**src/rtl/seq_det_sched.sv**
```systemverilog
// seq_det_sched: one "101" Moore detector shared by four serial requesters.
// A round-robin scheduler (IDLE/RUN/DONE) grants one requester a whole frame.
// The frame runs until that requester's dlast bit. The frame's match count is
// reported with a one-cycle done pulse.
// Build option: define SEQ_DET_OVERLAP_EN for overlapping matches.
// Without it, a match restarts the search from scratch.
module seq_det_sched #(
  parameter int CNT_W = 8
) (
  input  logic             clk,
  input  logic             rst,
  input  logic [3:0]       req,
  input  logic [3:0]       din,
  input  logic [3:0]       dlast,
  output logic [3:0]       gnt,
  output logic             Y,
  output logic             done,
  output logic [1:0]       done_id,
  output logic [CNT_W-1:0] match_cnt
);

  // Scheduler states
  localparam logic [1:0] IDLE = 2'd0;
  localparam logic [1:0] RUN  = 2'd1;
  localparam logic [1:0] DONE = 2'd2;

  // Detector states: S1 = seen "1", S2 = seen "10", S3 = seen "101"
  localparam logic [1:0] S0 = 2'd0;
  localparam logic [1:0] S1 = 2'd1;
  localparam logic [1:0] S2 = 2'd2;
  localparam logic [1:0] S3 = 2'd3;

  localparam logic [CNT_W-1:0] CNT_MAX = '1;

  logic [1:0]       state_q, state_d;
  logic [1:0]       idx_q, idx_d;
  logic [1:0]       ptr_q, ptr_d;
  logic [1:0]       det_q, det_d;
  logic [CNT_W-1:0] cnt_q, cnt_d;

  logic [1:0] winIdx;
  logic       winValid;
  logic [1:0] cand;
  logic       curBit;
  logic       curLast;

  assign curBit  = din[idx_q];
  assign curLast = dlast[idx_q];

  // One step of the "101" detector.
  // S3 on a 0 decides whether matches may share bits.
  function automatic logic [1:0] detStep(input logic [1:0] s, input logic b);
    logic [1:0] nxt;
    case (s)
      S0:      nxt = b ? S1 : S0;
      S1:      nxt = b ? S1 : S2;
      S2:      nxt = b ? S3 : S0;
`ifdef SEQ_DET_OVERLAP_EN
      default: nxt = b ? S1 : S2;
`else
      default: nxt = b ? S1 : S0;
`endif
    endcase
    return nxt;
  endfunction

  // Round-robin search starting at ptr_q.
  // The loop scans downward so the closest requester after the pointer is the last one written.
  always_comb begin
    winIdx   = 2'd0;
    winValid = 1'b0;
    cand     = 2'd0;
    for (int k = 3; k >= 0; k--) begin
      cand = ptr_q + 2'(k);
      if (req[cand]) begin
        winIdx   = cand;
        winValid = 1'b1;
      end
    end
  end

  // Next-state logic for the scheduler, detector and match counter
  always_comb begin
    state_d = state_q;
    idx_d   = idx_q;
    ptr_d   = ptr_q;
    det_d   = det_q;
    cnt_d   = cnt_q;
    case (state_q)
      IDLE: begin
        if (winValid) begin
          state_d = RUN;
          idx_d   = winIdx;
          det_d   = S0;
          cnt_d   = '0;
        end
      end
      RUN: begin
        det_d = detStep(det_q, curBit);
        if (det_d == S3 && cnt_q != CNT_MAX) begin
          cnt_d = cnt_q + 1'b1;
        end
        if (curLast) begin
          state_d = DONE;
          ptr_d   = idx_q + 2'd1;
        end
      end
      DONE: begin
        state_d = IDLE;
        det_d   = S0;
      end
      default: begin
        state_d = IDLE;
        det_d   = S0;
      end
    endcase
  end

  // State registers with synchronous reset.
  // The pointer moves only on a completed frame, so an aborted frame earns no credit.
  always_ff @(posedge clk) begin
    if (rst) begin
      state_q <= IDLE;
      idx_q   <= 2'd0;
      ptr_q   <= 2'd0;
      det_q   <= S0;
      cnt_q   <= '0;
    end else begin
      state_q <= state_d;
      idx_q   <= idx_d;
      ptr_q   <= ptr_d;
      det_q   <= det_d;
      cnt_q   <= cnt_d;
    end
  end

  assign gnt       = (state_q == RUN) ? (4'b0001 << idx_q) : 4'b0000;
  assign Y         = (det_q == S3);
  assign done      = (state_q == DONE);
  assign done_id   = done ? idx_q : 2'd0;
  assign match_cnt = cnt_q;

endmodule

```
**config.mk**
```make
export PLATFORM = sky130hd
export DESIGN_NAME = seq_det_sched
export DESIGN_NICKNAME = d
export VERILOG_FILES = /design/src/rtl/seq_det_sched.sv
export SDC_FILE = /design/constraint.sdc
export NUM_CORES = 1
export LEC_CHECK = 0
export ABC_AREA = 1
export BUFFER_PORTS_ARGS = -buffer_cell sky130_fd_sc_hd__buf_2
export CAP_MARGIN = 5
export CORE_MARGIN = 5
export CORE_UTILIZATION = 52
export DETAILED_ROUTE_END_ITERATION = 8
export PLACE_DENSITY = 0.8
export SYNTH_ARGS = -nofsm -noshare
export SYNTH_HDL_FRONTEND = slang
export SYNTH_SLANG_ARGS = --single-unit
```
**constraint.sdc**
```tcl
create_clock -name clk -period 2 [get_ports clk]
set_input_delay 0.2 -clock clk [delete_from_list [all_inputs] [get_ports clk]]
set_output_delay 0.2 -clock clk [all_outputs]
set_load 0.01 [all_outputs]
```
==> impl_results.md <==
* Clk_lat worst skew at approximately 0.27 ns
* Initial antenna violation count at 0
* Synth Register Bits at 16
* Synth-to-Final Area Change at 14.21%
* Sequential fraction of the synthesis area at 26.75%
* DRC Markers at 0
* Post-synthesis mux area share at 0%
* Setup bufs post-CTS at 0
* Number of buffers and inverters on the critical path at 3
* CP arrival at 1.57 ns
* Worst hold path type: input port to flop
* Post-CTS Hold Fix Bufs at 0
* CP cell instances: inv_1, nor2_2, inv_1, nor2_1, buf_2
* Die Span X at 57.99 µm
* Max FO, Critical Path at 12
* Static leakage at 0.7013 nW
* Grt total ovfl at 0
* Layout cell share with drive strength beyond 1 at 25.00%
* Initial Utilization at 54.13%
* F_max at around 570 MHz
* Synth Area in XOR/XNOR at 3.657%
* Wirelength per Cell at 11.43 µm
* Fin crit period at between 1.5 and 2 ns
* Max clock buf depth at 2
* Worst vdd ir at 745.1 µV
* Clock sinks at 16
* Antenna Cells at 0
* Nets at 237
* Syn Inst Count at around 190
* Cell Pwr Density at 1085 nW/µm²
* Number of flops mapped to enable cells by yosys at 0
* CP endpoint kind: primary output
* Switching power at 0.7544 mW
* Die H at 57.99 µm
* Largest area contributor in the netlist: dfxtp_1
* TritonCTS clock tree: yes
* Sequential share of power at 31.8%
* Clock power share at 10.8%
* Syn Nets at 207
* Rel. slew slack at between 70% and 80%
* Root buffer cell: clkbuf_4
* GRT Overall Usage at around 18%
* Mean Syn Cell Area at 6.369 µm²
* Htree depth at 1
* Largest family of logic cells by synthesized area: simple AND/OR/NAND/NOR gates
* Vias/cell at 5.201
* Compound-Gate Fraction of Synth Area at 7.941%
* Crit Path Class: flop to primary output
* Crit share post-route at 88.50%
* Worst path slowest cell: dfxtp_1
* Sw Share at 50.86%
* Fin. max-slew vios at 0
* Vias at 1269
* DP Cell Count at 241
* Slew @ Worst Pin at roughly 0.43 ns
* Comb power frac at 57.4%
* Routed WL at 2789 µm
* Top-area cell type share of the netlist area at a little over a quarter
* YS warnings at 0
* Ports at 30
* Top_reg_cell synth: dfxtp_1
* Cell variety after synth at 25
* Initial drt markers at 24
* Final ANT Viol Nets at 0
* CTS buffer count at 3
* Post-layout util at 61.82%
* Slowest stage delay, CP at approximately 0.40 ns
* Commonest cells post-synth: nand2_1, nor2_1, inv_1, dfxtp_1, nand3_1
* Critical Path Start Type: flop
* Simple-gate share of the synthesized area at 46.71%
* Asr flop ratio synth at 0%
* Dpl hpwl at approximately 2300 µm
* Vias in the first global route at 1175
* GP Congestion at 0.8363
* Post-placement setup slack at 0.3381 ns
* Clock transition at path regs at 0.08 ns
* CP most frequent cell: inv_1
* Synth Area in Adders at 5.225%
* Cell-internal power at 0.7289 mW
* Setup TNS at 0 ns
* TritonRoute pass-1 iters at 4
* Final hold vios at 0
* Final WS setup at between 0.2 and 0.25 ns
* Rows at 17
* MaxCap Viol Count at 0
* Core ar. at 2212 µm²
* Status: complete, no violations
* PostCTS Resize Cnt at 0
* PortBufs at 29
* Area contributors post-synth: dfxtp_1, nand2_1, nand3_1, nor2_1, a21oi_1
* First-pass GRT wire length at between 4000 and 5000 µm
* Top delay family on crit path: buffers and inverters
* Final Skew at 0.0005981 ns
* Largest net degree at the start of global routing at 13
* Fin cells at 244
* Synthesized area at 1197 µm²
* RSZ-0062 raised after global routing: false
* Setup Viol. Count Final at 0
* Die ar. at 3362 µm²
* CP Data Required Time at about 1.8 ns
* Most common cell in the netlist: nand2_1
cell families after synthesis:
kind of cell	after synthesis
flops	16
xor+xnor	5
buf+inv	25
fa+ha+maj	5
compound gates	18
simple gates	119
worst register-to-register path, stage by stage, from the launching register on:
cell     delay [ns]
dfxtp_1        0.53
inv_4          0.10
nand2_1        0.09
nand2_2        0.07
nand2_4        0.07
nand2_4        0.06
nor2_4         0.16
nand2_4        0.07
nand2_4        0.12
nand2_2        0.13
nand2_1        0.09
nand2_1        0.05
nor2_1         0.07
per-layer routing:
metal	track usage, %	share of wire, %	vias to the layer above
met2	32.26	51	31
met4	6.291	1.2	0
met3	3.341	4.7	4
li1	-	-	653
met5	0	0	-
met1	20.00	43	581
power groups by stage:
stage               logic (mW)  registers [mW]  clock network (mW)
finish                   0.851           0.472               0.161
global route             0.966           0.484               0.184
detailed placement       0.852           0.478                   0
global placement         0.815           0.472                   0
CTS                      0.855           0.471               0.170
floorplan                0.727           0.453                   0
through the flow:
stage | cell area (µm²) | power (mW) | hold WS [ns]
finish | 1368 | 1.483 | 0.2406
global route | 1368 | 1.634 | 0.2402
CTS | 1365 | 1.495 | 0.2262
detailed placement | 1343 | 1.330 | 0.4986
global placement | 1343 | 1.287 | 0.4955
floorplan | 1197 | 1.180 | 0.2691
worst paths after layout:
kind | start | depth (start not counted) | endpoint | slack [ns]
min reg2reg | match_cnt[5] | 2 | match_cnt[5] | 0.52
max | state_q[0] | 5 | gnt[3] | 0.23
min | rst | 2 | match_cnt[4] | 0.24
max reg2reg | ptr_q[0] | 12 | match_cnt[1] | 0.33
state kept, by name, summed over array words and instances (netlist names):
signal and flops:
det_q 2, state_q 2, ptr_q 2, idx_q 2, match_cnt 8
final cells by class:
type	count	area (µm²)
repair buffers	29	145.1
fillers	209	844.6
well taps	28	35.03
multi-input cells	147	763.2
inverters	21	81.33
flip-flops and latches	16	320.3
clock buffers	3	22.52
layout by cell type, fill, tap and decap left out, types with 6 or more instances in the layout:
master and count:
dfxtp_1 16, nand2_1 55, inv_1 17, nor3_1 6
buf_2 29, a21oi_1 13, nand2_2 10, nand3_1 16
nor2_1 20
No activity file was read; power rests on OpenSTA's default activity.
